[config.mk]
export PLATFORM = sky130hd
export DESIGN_NAME = stopwatch_lap_controller
export DESIGN_NICKNAME = d
export VERILOG_FILES = /design/src/rtl/stopwatch_lap_controller.sv
export SDC_FILE = /design/constraint.sdc
export NUM_CORES = 1
export LEC_CHECK = 0
export ABC_CLOCK_PERIOD_IN_PS = 3100
export CORE_MARGIN = 2
export CORE_UTILIZATION = 51
export CTS_CLUSTER_SIZE = 16
export DETAILED_ROUTE_END_ITERATION = 10
export HOLD_SLACK_MARGIN = 0.08
export PLACE_DENSITY_LB_ADDON = 0.2
export SLEW_MARGIN = 20
export SYNTH_ARGS = -nofsm -noshare
export SYNTH_HDL_FRONTEND = slang
export SYNTH_SLANG_ARGS = --single-unit
[constraint.sdc]
create_clock -name clk_i -period 3.1 [get_ports clk_i]
set_input_delay 0.93 -clock clk_i [delete_from_list [all_inputs] [get_ports clk_i]]
set_output_delay 0.93 -clock clk_i [all_outputs]
set_load 0.02 [all_outputs]
[src/rtl/stopwatch_lap_controller.sv]
// Run/lap sequencer for the 4-digit BCD stopwatch: turns command pulses and the 1 ms tick into
// counter strobes, keeps a small lap buffer and picks the value shown on the display.
//
// state  | meaning
// IDLE   | cleared, waiting for start
// RUN    | counting, ticks forwarded to the counter, laps captured
// PAUSE  | count frozen, start resumes, recall browses laps
// RECALL | showing stored lap idx on the display
module stopwatch_lap_controller #(
    parameter int LAP_DEPTH   = 4,
    parameter int HOLD_MS     = 2000,
    parameter int STOP_AT_MAX = 1
) (
    input  logic                               clk_i,
    input  logic                               reset_i,
    input  logic                               tick_1ms_i,
    input  logic                               cmd_start_i,
    input  logic                               cmd_stop_i,
    input  logic                               cmd_lap_i,
    input  logic                               cmd_recall_i,
    input  logic                               cmd_clear_i,
    input  logic [15:0]                        count_value_i,
    output logic                               cnt_enable_o,
    output logic                               cnt_clear_o,
    output logic [15:0]                        display_bcd_o,
    output logic [1:0]                         display_src_o,
    output logic [$clog2(LAP_DEPTH+1)-1:0]     lap_count_o,
    output logic                               lap_full_o,
    output logic                               lap_drop_o,
    output logic                               overflow_o
);

    localparam int CW = $clog2(LAP_DEPTH + 1);
    localparam int IW = (LAP_DEPTH > 1) ? $clog2(LAP_DEPTH) : 1;
    localparam int HW = $clog2(HOLD_MS + 1);
    localparam logic [15:0]   BCD_MAX     = 16'h9999;
    localparam logic [CW-1:0] LAP_DEPTH_C = CW'(LAP_DEPTH);
    localparam logic [HW-1:0] HOLD_LOAD   = HW'(HOLD_MS);

    typedef enum logic [1:0] {
        ST_IDLE   = 2'd0,
        ST_RUN    = 2'd1,
        ST_PAUSE  = 2'd2,
        ST_RECALL = 2'd3
    } state_e;

    state_e          state_q;
    logic [CW-1:0]   lap_count_q;
    logic [IW-1:0]   idx_q;
    logic [HW-1:0]   hold_cnt_q;
    logic [15:0]     hold_val_q;
    logic            overflow_q;
    logic            lap_drop_q;
    logic            cnt_clear_q;
    logic [15:0]     lap_mem [LAP_DEPTH];

    logic at_max;
    logic sat;
    logic lap_full;
    logic do_stop;
    logic do_start;
    logic do_lap;
    logic do_recall;
    logic ovf_tick;
    logic leave_run;
    logic lap_write;
    logic recall_last;

    // Command decode: clear beats everything, and a command only counts when it applies in
    // the current state, so a lower-priority command can act when a higher one is ignored.
    always_comb begin
        at_max      = (count_value_i == BCD_MAX);
        sat         = (STOP_AT_MAX != 0) && at_max;
        lap_full    = (lap_count_q == LAP_DEPTH_C);
        do_stop     = !cmd_clear_i && cmd_stop_i && (state_q == ST_RUN);
        do_start    = !cmd_clear_i && cmd_start_i &&
                      ((state_q == ST_IDLE) ||
                       (((state_q == ST_PAUSE) || (state_q == ST_RECALL)) && !overflow_q));
        do_lap      = !cmd_clear_i && !cmd_stop_i && cmd_lap_i && (state_q == ST_RUN);
        do_recall   = !cmd_clear_i && !do_start && cmd_recall_i &&
                      (((state_q == ST_PAUSE) && (lap_count_q != '0)) || (state_q == ST_RECALL));
        ovf_tick    = !cmd_clear_i && (state_q == ST_RUN) && tick_1ms_i && at_max;
        leave_run   = do_stop || (ovf_tick && (STOP_AT_MAX != 0));
        lap_write   = do_lap && !lap_full;
        recall_last = ((CW'(idx_q) + CW'(1)) == lap_count_q);
    end

    always_ff @(posedge clk_i) begin
        if (reset_i) begin
            state_q     <= ST_IDLE;
            lap_count_q <= '0;
            idx_q       <= '0;
            hold_cnt_q  <= '0;
            hold_val_q  <= '0;
            overflow_q  <= 1'b0;
            lap_drop_q  <= 1'b0;
            cnt_clear_q <= 1'b0;
        end else begin
            cnt_clear_q <= cmd_clear_i;
            lap_drop_q  <= do_lap && lap_full;
            if (cmd_clear_i) begin
                state_q     <= ST_IDLE;
                lap_count_q <= '0;
                idx_q       <= '0;
                hold_cnt_q  <= '0;
                overflow_q  <= 1'b0;
            end else begin
                if (ovf_tick) begin
                    overflow_q <= 1'b1;
                end
                case (state_q)
                    ST_IDLE: begin
                        if (do_start) begin
                            state_q <= ST_RUN;
                        end
                    end
                    ST_RUN: begin
                        if (lap_write) begin
                            lap_count_q <= lap_count_q + CW'(1);
                            hold_val_q  <= count_value_i;
                        end
                        // The split hold only lives while running.
                        if (leave_run) begin
                            state_q    <= ST_PAUSE;
                            hold_cnt_q <= '0;
                        end else if (lap_write) begin
                            hold_cnt_q <= HOLD_LOAD;
                        end else if (tick_1ms_i && (hold_cnt_q != '0)) begin
                            hold_cnt_q <= hold_cnt_q - HW'(1);
                        end
                    end
                    ST_PAUSE: begin
                        if (do_start) begin
                            state_q <= ST_RUN;
                        end else if (do_recall) begin
                            state_q <= ST_RECALL;
                            idx_q   <= '0;
                        end
                    end
                    ST_RECALL: begin
                        if (do_start) begin
                            state_q <= ST_RUN;
                        end else if (do_recall) begin
                            if (recall_last) begin
                                state_q <= ST_PAUSE;
                            end else begin
                                idx_q <= idx_q + IW'(1);
                            end
                        end
                    end
                    default: state_q <= ST_IDLE;
                endcase
            end
        end
    end

    // Lap storage is not reset; entries past lap_count are stale by design.
    always_ff @(posedge clk_i) begin
        if (!reset_i && lap_write) begin
            lap_mem[lap_count_q[IW-1:0]] <= count_value_i;
        end
    end

    always_comb begin
        display_bcd_o = count_value_i;
        display_src_o = 2'd0;
        if (!reset_i) begin
            if (state_q == ST_RECALL) begin
                display_bcd_o = lap_mem[idx_q];
                display_src_o = 2'd2;
            end else if ((state_q == ST_RUN) && (hold_cnt_q != '0)) begin
                display_bcd_o = hold_val_q;
                display_src_o = 2'd1;
            end
        end
    end

    assign cnt_enable_o = !reset_i && !cmd_clear_i && (state_q == ST_RUN) && tick_1ms_i && !sat;
    assign cnt_clear_o  = cnt_clear_q;
    assign lap_count_o  = lap_count_q;
    assign lap_full_o   = lap_full;
    assign lap_drop_o   = lap_drop_q;
    assign overflow_o   = overflow_q;

endmodule

# After elaboration in Yosys (flattened, before gate mapping)
# Memories as Yosys holds them, arrays and structs flattened. A register that Yosys moved wholly into a read port is not among the register bits.
# Index checks and enable logic that the tools add are counted.
# totals
regBits	37
latch_bits	0
ram_bits	64
romBits	0
inputBits	24
output_inout_bits	26
wordCells	103
mem_count	1
# memory_table
name	depth	word_bits	read_ports	rd_clocked_by_memory_dff	write_ports	line	text
lap_mem	4	16	1	1	1	55	logic [15:0] lap_mem [LAP_DEPTH];
# classes
n_addsub	4
mul	0
div_mod_pow	0
magnitude_cmp	0
n_eq_ne	16
shifts	0
mux	27
n_bitwise	1
n_reduce_logical	46
# ops
cell	count
16-bit 2-to-1 mux	3
11-bit 2-to-1 mux	3
2-bit 2-to-1 mux	16
1-bit logical AND	24
16-bit == test (second input constant)	1
2-bit != test (second input constant)	7
11-bit nonzero test	1
11-bit by 1-bit subtractor with 11-bit output (second input constant)	1
3-bit != test (second input constant)	3
2-bit case mux with 4 select lines	1
1-bit zero test	7
6-bit AND reduction	1
3-bit nonzero test	2
5-bit AND reduction	1
2-bit == test (second input constant)	2
1-bit logical OR	4
2-bit case mux with 2 select lines	1
2-bit AND reduction	2
2-bit by 1-bit adder with 3-bit output (second input constant)	1
3-bit by 1-bit adder with 3-bit output (second input constant)	1
3-bit == test	1
3-bit == test (second input constant)	1
1-bit 2-to-1 mux	3
3-bit AND reduction	1
6 further kinds	6

# Logic depth before layout (Yosys ltp)
# Gate-level depths: netlist of the first run.
# logic_depth
depth_word	14
depth_mapped	8

# Least setup slack after synthesis of the first run
# OpenSTA, ideal clock, no wires.
# synth_timing
path_kind	input port to output port
from	in reset_i
to	out display_bcd_o[10]
arrival_ps	2199
slack_ps	-29
stages	6
cell_sequence	clkbuf_1 > nand2b_1 > a41oi_1 > buf_2 > nor2_1 > nor2_1
# synth_between
elab_chain_cells	1
# synth_rtl
item	line	text
from (decl)	15	input logic reset_i,
16-bit 2-to-1 mux	167	if (!reset_i) begin
to (decl)	25	output logic [15:0] display_bcd_o,
# No other way between the ends.

# Worst setup path after layout of the first run
# layout_timing
from	reg hold_cnt_q[1]
to	out display_bcd_o[0]
# layout_between
elab_chain_cells	5
# layout_rtl
item	line	text
from (decl)	50	logic [HW-1:0] hold_cnt_q;
from (signal assigned)	129	hold_cnt_q <= hold_cnt_q - HW'(1);
11-bit nonzero test	171	end else if ((state_q == ST_RUN) && (hold_cnt_q != '0)) begin
1-bit logical AND	171	
16-bit 2-to-1 mux	171	
16-bit 2-to-1 mux	168	if (state_q == ST_RECALL) begin
16-bit 2-to-1 mux	167	
# No other way between the ends.

==> impl_metrics.json, run 1 <==
{
  "finClkSkew_ps": 15.48,
  "ys_seq_elements": 103,
  "finalCritPeriodShare": 0.9895,
  "path_class": "flop to primary output",
  "relSlewSlack": 0.6686,
  "max_cap_viol_count": 0,
  "core_um2": 8678,
  "syn_inst": 371,
  "area_delta_synth_final_pct": 29.08,
  "synth_area_um2": 4552,
  "avgSynthCellArea_um2": 12.27,
  "final_hold_viol_count": 0,
  "nets": 499,
  "switchingPower_mw": 0.5967,
  "holdBufCountCts": 0,
  "internal-power_mw": 1.935,
  "nFillCells": 645,
  "yosysSeqAreaShare": 0.5937,
  "startpoint_type": "flop",
  "synth_cell_types": 60,
  "placedCellCount": 559,
  "cp_max_fo": 9,
  "wl_per_cell_um": 18.88,
  "die_y_um": 98.48,
  "die_x_um": 98.48,
  "p_sw_frac": 0.2357,
  "dieArea_um2": 9697,
  "drt_iter0_drc": 203,
  "path_clk_slew_ps": 110,
  "reg2reg_to": "hold_cnt_q[1]",
  "port_buffers": 49,
  "antenna_left": 0,
  "synth_edf_count": 64,
  "power_density_nw_per_um2": 430.9,
  "p_leak_nw": 2.107,
  "worst_slew_pin_slew_ps": 493.8,
  "ctsHtreeMaxLevel": 3,
  "comb_power_share": 0.076,
  "antennaDiodeCount": 0,
  "synth_top_area_share": 0.4222,
  "cp-endpoint": "display_bcd_o[0]",
  "num_io_pins": 50,
  "endpoint_kind": "primary output",
  "cp.arrival_ps": 2140,
  "cts_root_buffer": "clkbuf_8",
  "clk_latency_ps": 360,
  "stdcell_count": 581,
  "num_rows": 34,
  "grt_pass1_vias": 3549,
  "drive_gt1_frac": 0.3150,
  "numCtsBuffers": 9,
  "grt_max_degree": 20,
  "max-vdd-ir-drop_mv": 0.2159,
  "grt_first_pass_wirelength_um": 17940,
  "finalSetupViolations": 0,
  "whs_path_depth": 2,
  "grt.overflow.total": 0,
  "crit_path_start": "hold_cnt_q[1]",
  "pwr-share-seq": 0.577,
  "clockBufferDepth": 2,
  "required_ps": 2170,
  "ys_warn_count": 0,
  "r2r-start": "hold_cnt_q[1]",
  "num_vias": 3385,
  "yosys.area.top_type": "edfxtp_1",
  "drt-total-wl_um": 10970,
  "drv_slew": 0,
  "start_util": 0.5245,
  "cts_sinks": 103,
  "r2r_slack_ps": 1040,
  "drc": 0,
  "viasPerCell": 5.826,
  "finalPower_mw": 2.532,
  "fin_crit_ps": 3067,
  "async_flop_share": 0,
  "hold_class": "flop to flop",
  "fmax_mhz": 326.0,
  "cts_tree": "built",
  "worst_slack_ps": 32.62,
  "clock_power_share": 0.347,
  "gp_congestion": 0.8043,
  "pre_cts_ws_ps": -723.1,
  "drt_first_pass_iters": 5,
  "ys_top_cells_by_area": "edfxtp_1 42%, dfxtp_1 17%, mux4_2 7.9%",
  "dp_hpwl_um": 6956,
  "antenna_found_initial": 0,
  "syn_nets": 402,
  "track_usage": 0.2344,
  "synth_flop_cell": "edfxtp_1",
  "reg2regPathDepth": 8,
  "status": "finished clean"
}
metal layers:
metal / routed length [µm] / GRT usage / up-vias
met3: 717 / 0.03050 / 21
met1: 4694 / 0.3263 / 1637
met4: 201 / 0.08535 / 0
met2: 5355 / 0.3825 / 141
met5: 0 / 0 / -
li1: - / - / 1586
cells in the mapped netlist (all sizes together), types with 2 or more instances:
master / number
or4: 2
ha: 7
dfxtp: 39
and2: 2
edfxtp: 64
or3b: 2
nand2: 41
xnor2: 5
nor3: 12
clkbuf: 8
nor2: 42
nor4: 3
a311oi: 2
and4: 2
nand3: 4
nor3b: 3
a21oi: 23
nand2b: 5
and3: 2
buf: 11
o22ai: 16
xor2: 3
mux4: 16
or3: 3
inv: 11
o21ai: 2
nor2b: 3
o21a: 2
a2111oi: 2
a31oi: 6
a211oi: 4
nor4bb: 4
nand4: 2
or4b: 2
or2: 3
placed cells by master (no fill, tap or decap), types with 3 or more instances in the layout:
| master | Yosys | final |
|---|---|---|
| edfxtp_1 | 64 | 64 |
| buf_4 | 4 | 50 |
| nand2_1 | 41 | 41 |
| nor2_1 | 42 | 40 |
| dfxtp_1 | 39 | 36 |
| a21oi_1 | 23 | 23 |
| mux4_2 | 16 | 16 |
| buf_2 | 6 | 15 |
| clkdlybuf4s50_1 | 0 | 13 |
| inv_1 | 11 | 9 |
| o22ai_1 | 16 | 9 |
| nor3_1 | 10 | 9 |
| clkbuf_8 | 0 | 9 |
| o22ai_2 | 0 | 7 |
| dlygate4sd2_1 | 0 | 7 |
| buf_12 | 0 | 7 |
| ha_1 | 7 | 6 |
| clkbuf_2 | 0 | 6 |
| xnor2_1 | 5 | 5 |
| a31oi_1 | 5 | 5 |
| nand2b_1 | 5 | 4 |
| nand3_1 | 4 | 4 |
| clkdlybuf4s15_1 | 0 | 4 |
| nor2b_1 | 3 | 3 |
| nor4bb_4 | 0 | 3 |
| xor2_1 | 3 | 3 |
| a211oi_1 | 3 | 3 |
| or3_1 | 3 | 3 |
| dfxtp_2 | 0 | 3 |
power by group through the flow:
stage                     sequential, mW  combinational, mW  clock (mW)
after floorplan                     1.49             0.0793           0
after global placement              1.49              0.193           0
after detailed placement            1.49              0.196           0
after CTS                           1.46              0.190       0.894
after global routing                1.46              0.207       0.947
final                               1.46              0.192       0.878
critical path, stage by stage, from the launching register on:
cell,delay [ps]
dfxtp_2,350
inv_2,50
ha_4,160
nor4b_4,130
a311o_2,480
buf_12,180
o22ai_2,160
nor2_1,80
buf_4,160
final cells by class:
type / count / area, µm² / area share
Timing Repair Buffer: 105 / 918.4 / 0.1563
Clock inverter: 7 / 86.33 / 0.01469
Multi-Input combinational cell: 238 / 1864 / 0.3173
Inverter: 11 / 41.29 / 0.007027
Clock buffer: 9 / 123.9 / 0.02108
Sequential cell: 103 / 2706 / 0.4606
Tap cell: 108 / 135.1 / 0.02300
flip-flops by register name (all words and copies together) (netlist names), named ones only:
| register | cells |
|---|---|
| lap_count_o | 3 |
| lap_drop_o | 1 |
| cnt_clear_o | 1 |
| overflow_o | 1 |
| hold_val_q | 16 |
| state_q | 2 |
| lap_mem | 64 |
| hold_cnt_q | 11 |
| idx_q | 2 |
what timing repair did:
action	4_1_cts	5_1_grt
setup endpoints to repair	19	18
buffers inserted	4	0
gates resized for setup	115	30
cloned	2	0
pin swaps	8	8
worst min path at each step:
stage / start / end / slack (ps)
floorplan: hold_val_q[0] / hold_val_q[0] / 440
global placement: hold_val_q[6] / hold_val_q[6] / 440
detailed placement: hold_val_q[3] / hold_val_q[3] / 450
CTS: hold_val_q[11] / hold_val_q[11] / 460
global route: hold_val_q[7] / hold_val_q[7] / 490
finish: hold_val_q[11] / hold_val_q[11] / 460
cell families after synthesis:
kind of cell / Yosys count / synth area share
and+or+nand+nor: 140 / 0.1636
DFF: 103 / 0.5937
AOI/OAI and AO/OA: 66 / 0.09703
buffers and inverters: 30 / 0.02969
muxes: 17 / 0.08136
xor gates and xnor gates: 8 / 0.01539
adders and majority gates: 7 / 0.01924
stage by stage:
stage / hold slack, ps / utilization / TNS (ps) / instance area (µm²)
4_1_cts: 464.7 / 0.6737 / -18.76 / 5847
3_3_place_gp: 441.6 / 0.6391 / -10380 / 5547
5_1_grt: 493.4 / 0.6770 / -28.73 / 5876
3_5_place_dp: 449.4 / 0.6391 / -10940 / 5547
2_1_floorplan: 436.4 / - / 0 / 4559
6_report: 462.6 / 0.6770 / 0 / 5876
(Power assumes the default switching activity.)
==> inputs of run 2 (changes only) <==
--- a/config.mk
+++ b/config.mk
@@ -5,14 +5,13 @@
 export SDC_FILE = /design/constraint.sdc
 export NUM_CORES = 1
 export LEC_CHECK = 0
-export ABC_CLOCK_PERIOD_IN_PS = 3100
+export ABC_CLOCK_PERIOD_IN_PS = 3900
 export CORE_MARGIN = 2
-export CORE_UTILIZATION = 51
+export CORE_UTILIZATION = 60
 export CTS_CLUSTER_SIZE = 16
 export DETAILED_ROUTE_END_ITERATION = 10
 export HOLD_SLACK_MARGIN = 0.08
 export PLACE_DENSITY_LB_ADDON = 0.2
-export SLEW_MARGIN = 20
 export SYNTH_ARGS = -nofsm -noshare
 export SYNTH_HDL_FRONTEND = slang
 export SYNTH_SLANG_ARGS = --single-unit
==> constraint.sdc (replaced) <==
create_clock -name clk_i -period 3.9 [get_ports clk_i]
set_input_delay 1.17 -clock clk_i [delete_from_list [all_inputs] [get_ports clk_i]]
set_output_delay 1.17 -clock clk_i [all_outputs]
set_load 0.02 [all_outputs]
==> impl_metrics.json, run 2 (synthesis gave the netlist of run 1 again) <==
{
  "stdcell_area_um2": 5579,
  "drt_iter0_drc": 210,
  "grt.overflow.total": 0,
  "core_um2": 7292,
  "fmax_mhz": 260.3,
  "numCtsBuffers": 9,
  "internal-power_mw": 1.589,
  "p_leak_nw": 1.948,
  "rsz0062_at_grt": "no",
  "clockBufferDepth": 2,
  "cts_setup_buffers": 0,
  "dieArea_um2": 8299,
  "ctsHtreeMaxLevel": 3,
  "grt_pass1_vias": 3459,
  "switchingPower_mw": 0.4325,
  "worst_slack_ps": 58.13,
  "max-vdd-ir-drop_mv": 0.2225,
  "cp-endpoint": "display_bcd_o[0]",
  "die_x_um": 91.10,
  "grt_first_pass_wirelength_um": 17050,
  "grt_max_degree": 26,
  "hold_class": "flop to flop",
  "largest_register_ffs": 64,
  "gp_congestion": 0.8080,
  "wl_per_cell_um": 19.38,
  "endpoint_kind": "primary output",
  "antenna_left": 0,
  "crit_path_start": "reset_i",
  "die_y_um": 91.10,
  "max_cap_viol_count": 0,
  "drc": 0,
  "final_common_cell": "edfxtp_1",
  "area_delta_synth_final_pct": 22.57,
  "cp.arrival_ps": 2670,
  "track_usage": 0.2660,
  "drt-total-wl_um": 10780,
  "cts_root_buffer": "clkbuf_8",
  "final_hold_viol_count": 0,
  "path_class": "input pin to primary output",
  "reg2reg_to": "hold_val_q[9]",
  "setup-tns-final_ps": 0,
  "antennaDiodeCount": 0,
  "comb_power_share": 0.074,
  "finalSetupViolations": 0,
  "relSlewSlack": 0.6310,
  "drive_gt1_frac": 0.2276,
  "finClkSkew_ps": 7.760,
  "worst_slew_pin_slew_ps": 551.2,
  "viasPerCell": 6.101,
  "required_ps": 2730,
  "dp_hpwl_um": 6915,
  "placed_cell_area_um2": 5395,
  "path_clk_slew_ps": 90,
  "r2r_slack_ps": 1800,
  "p_sw_frac": 0.2139,
  "finalCritPeriodShare": 0.9851,
  "r2r-start": "lap_count_o[0]",
  "cts_tree": "built",
  "cp_max_fo": 8,
  "pwr-share-seq": 0.575,
  "port_buffers": 49,
  "clock_power_share": 0.351,
  "cts_sinks": 103,
  "drv_slew": 0,
  "num_vias": 3392,
  "drt_first_pass_iters": 5,
  "reg2regPathDepth": 8,
  "nets": 483,
  "clk_latency_ps": 360,
  "fin_crit_ps": 3842,
  "power_density_nw_per_um2": 362.4,
  "antenna_found_initial": 0,
  "num_rows": 31,
  "start_util": 0.6242,
  "num_io_pins": 50,
  "final_cell_mix": "64 x edfxtp_1, 42 x nor2_1, 41 x nand2_1",
  "status": "finished clean",
  "pre_cts_ws_ps": -416.4,
  "startpoint_type": "input pin"
}
## run 2: cell types whose count changed in the layout (fill, tap and decap cells not counted), moves of 3 or more
cell	before	now
buf_12	7	2
o22ai_1	9	16
clkdlybuf4s50_1	13	30
buf_4	50	36
dlygate4sd2_1	7	1
o22ai_2	7	0
buf_2	15	9
dfxtp_1	36	39
dfxtp_2	3	0
clkdlybuf4s15_1	4	0
## run 2: timing repair
| item | CTS | global route |
|---|---|---|
| cloned | 1 | 0 |
| hold buffers | 0 | 0 |
| endpoints found under the setup margin | 18 | 16 |
| gates resized for setup | 52 | 20 |
| pin swaps | 0 | 0 |
| endpoints found under the hold margin | 0 | 0 |
## run 2: routing by layer
| layer | vias to the layer above | share of wire | global-route usage |
|---|---|---|---|
| li1 | 1555 | - | - |
| met1 | 1646 | 0.40 | 0.3273 |
| met2 | 156 | 0.51 | 0.4648 |
| met3 | 35 | 0.067 | 0.05477 |
| met4 | 0 | 0.024 | 0.09722 |
| met5 | - | 0 | 0 |
## run 2: critical path, cell delays in order
cell,delay (ps)
clkdlybuf4s50_1,450
nand2b_1,180
a41oi_2,260
buf_6,200
nor2_1,50
nor2_1,160
buf_2,190
## run 2: worst min path at each step
stage	start	endpoint	slack, ps	cells after the start
final	hold_val_q[15]	hold_val_q[15]	470	2
after global routing	hold_val_q[15]	hold_val_q[15]	480	2
after CTS	hold_val_q[3]	hold_val_q[3]	460	2
after detailed placement	hold_val_q[10]	hold_val_q[10]	450	2
after global placement	hold_val_q[11]	hold_val_q[11]	440	2
after floorplan	hold_val_q[0]	hold_val_q[0]	440	2
## run 2: power groups by stage
stage | sequential [mW] | clock [mW] | combinational [mW]
final | 1.16 | 0.710 | 0.150
after global routing | 1.16 | 0.760 | 0.161
after CTS | 1.16 | 0.719 | 0.154
after detailed placement | 1.19 | 0 | 0.155
after global placement | 1.19 | 0 | 0.151
after floorplan | 1.19 | 0 | 0.0628
## run 2: through the flow
step                utilization  power, mW  hold slack [ps]  instances
floorplan                     -      1.250            436.4        371
global placement         0.7399      1.337            441.4        539
detailed placement       0.7399      1.342            449.5        539
CTS                      0.7737      2.034            464.2        556
global route             0.7651      2.083            476.5        556
finish                   0.7651      2.022            465.4        556
## run 2: area by class of cell
cell class                      count  area [µm²]
Clock buffer                       11       131.4
Clock inverter                      5       80.08
Fill cell                         485        1713
Inverter                           11       41.29
Multi-Input combinational cell    238        1760
Sequential cell                   103        2703
Tap cell                           99       123.9
Timing Repair Buffer               89       739.5
==> inputs of run 3 (changes only) <==
--- a/config.mk
+++ b/config.mk
@@ -6,6 +6,7 @@
 export NUM_CORES = 1
 export LEC_CHECK = 0
 export ABC_CLOCK_PERIOD_IN_PS = 3900
+export CAP_MARGIN = 0
 export CORE_MARGIN = 2
 export CORE_UTILIZATION = 60
 export CTS_CLUSTER_SIZE = 16
@@ -15,3 +16,4 @@
 export SYNTH_ARGS = -nofsm -noshare
 export SYNTH_HDL_FRONTEND = slang
 export SYNTH_SLANG_ARGS = --single-unit
+export TNS_END_PERCENT = 1
==> impl_metrics.json, run 3 (synthesis gave the netlist of run 1 again) <==
{
  "internal-power_mw": 1.590,
  "cp_max_fo": 16,
  "cts_sinks": 103,
  "final_hold_viol_count": 0,
  "holdBufCountCts": 0,
  "start_util": 0.6242,
  "pwr-share-seq": 0.574,
  "drt-total-wl_um": 10870,
  "p_sw_frac": 0.2139,
  "drt_first_pass_iters": 5,
  "required_ps": 2730,
  "worst_slack_ps": 53.08,
  "placed_cell_area_um2": 5395,
  "num_vias": 3412,
  "cts_root_buffer": "clkbuf_8",
  "startpoint_type": "input pin",
  "cts_setup_buffers": 0,
  "pre_cts_ws_ps": -416.4,
  "path_clk_slew_ps": 90,
  "drive_gt1_frac": 0.2237,
  "whs_path_depth": 2,
  "cp.arrival_ps": 2680,
  "grt_first_pass_wirelength_um": 17110,
  "die_y_um": 91.10,
  "finalCritPeriodShare": 0.9864,
  "relSlewSlack": 0.6490,
  "nets": 482,
  "worstHoldEndpoint": "hold_val_q[3]",
  "clockBufferDepth": 2,
  "p_leak_nw": 1.943,
  "utilization": 0.7634,
  "routed-wl-met2_um": 5690,
  "worst_slew_pin_slew_ps": 522.4,
  "hold_class": "flop to flop",
  "min_from": "hold_val_q[3]",
  "endpoint_kind": "primary output",
  "core_um2": 7292,
  "fin_crit_ps": 3847,
  "r2r-start": "lap_count_o[0]",
  "area_delta_synth_final_pct": 22.29,
  "switchingPower_mw": 0.4326,
  "antennaDiodeCount": 0,
  "wl_per_cell_um": 19.58,
  "num_rows": 31,
  "dieArea_um2": 8299,
  "reg2reg_to": "hold_val_q[9]",
  "finalSetupViolations": 0,
  "clock_power_share": 0.351,
  "die_x_um": 91.10,
  "antenna_found_initial": 0,
  "path_class": "input pin to primary output",
  "crit_path_start": "reset_i",
  "status": "finished clean",
  "wl_met1_um": 4326,
  "max_cap_viol_count": 0,
  "route.met3.wl_um": 625,
  "final_common_cell": "edfxtp_1",
  "drt_iter0_drc": 267,
  "port_buffers": 49,
  "grt.overflow.total": 0,
  "final_cell_mix": "64 x edfxtp_1, 42 x nor2_1, 41 x nand2_1",
  "track_usage": 0.2669,
  "fmax_mhz": 259.9,
  "top_layer": "met4",
  "viasPerCell": 6.148,
  "stdcell_area_um2": 5567,
  "cts_tree": "built",
  "ctsHtreeMaxLevel": 3,
  "finalPower_mw": 2.022,
  "dp_hpwl_um": 6915,
  "largest_register_ffs": 64,
  "antenna_left": 0,
  "r2r_slack_ps": 1820,
  "clk_latency_ps": 360,
  "numCtsBuffers": 9,
  "finClkSkew_ps": 9.917,
  "gp_congestion": 0.8080,
  "drv_slew": 0,
  "grt_pass1_vias": 3456,
  "max-vdd-ir-drop_mv": 0.2155,
  "comb_power_share": 0.074,
  "reg2regPathDepth": 7,
  "num_io_pins": 50,
  "drc": 0,
  "grt_max_degree": 26,
  "power_density_nw_per_um2": 363.2
}
run 3: changes by cell type in the layout (fill, tap and decap cells not counted):
cell / previous run / this run
a41oi_1: 0 / 1
a41oi_2: 1 / 0
buf_2: 9 / 7
buf_6: 2 / 1
clkbuf_2: 8 / 9
clkdlybuf4s15_2: 0 / 1
run 3: worst max-delay path, stage by stage:
cell and delay (ps):
clkdlybuf4s50_1 450, nand2b_1 170, a41oi_1 210, buf_6 230, nor2_1 60, nor2_1 110
clkdlybuf4s15_2 270
run 3: worst max path at each step:
stage	slack [ps]	depth (start not counted)	end
floorplan	290	6	display_bcd_o[10]
global placement	-490	6	cnt_enable_o
detailed placement	-420	6	cnt_enable_o
CTS	-70	6	cnt_enable_o
global route	-3	7	display_bcd_o[15]
finish	50	7	display_bcd_o[15]
run 3: cell type report:
type,count,area [µm²]
Clock buffer,11,131.4
Fill cell,490,1725
Multi-Input combinational cell,238,1753
Sequential cell,103,2703
Clock inverter,5,80.08
Inverter,11,41.29
Timing Repair Buffer,88,734.5
Tap cell,99,123.9
run 3: power by group through the flow:
stage	registers, mW	clock network, mW	logic (mW)
5_1_grt	1.16	0.762	0.161
2_1_floorplan	1.19	0	0.0628
6_report	1.16	0.710	0.151
3_5_place_dp	1.19	0	0.155
3_3_place_gp	1.19	0	0.151
4_1_cts	1.16	0.719	0.153
run 3: metal layers:
metal,GRT usage,up-vias
met1,0.3265,1680
met3,0.05477,28
li1,-,1553
met2,0.4691,151
met5,0,-
met4,0.09596,0
run 3: timing repair:
item,CTS,global route
resized for setup,47,20
endpoints found under the setup margin,18,15
hold endpoints to repair,0,0
pin swaps,0,0
run 3: metrics by stage:
step	std cells	hold slack, ps	TNS (ps)
4_1_cts	555	464.2	-69.77
3_3_place_gp	539	441.4	-4498
5_1_grt	555	476.5	-2.614
2_1_floorplan	371	436.4	0
6_report	555	465.5	0
3_5_place_dp	539	449.5	-5790
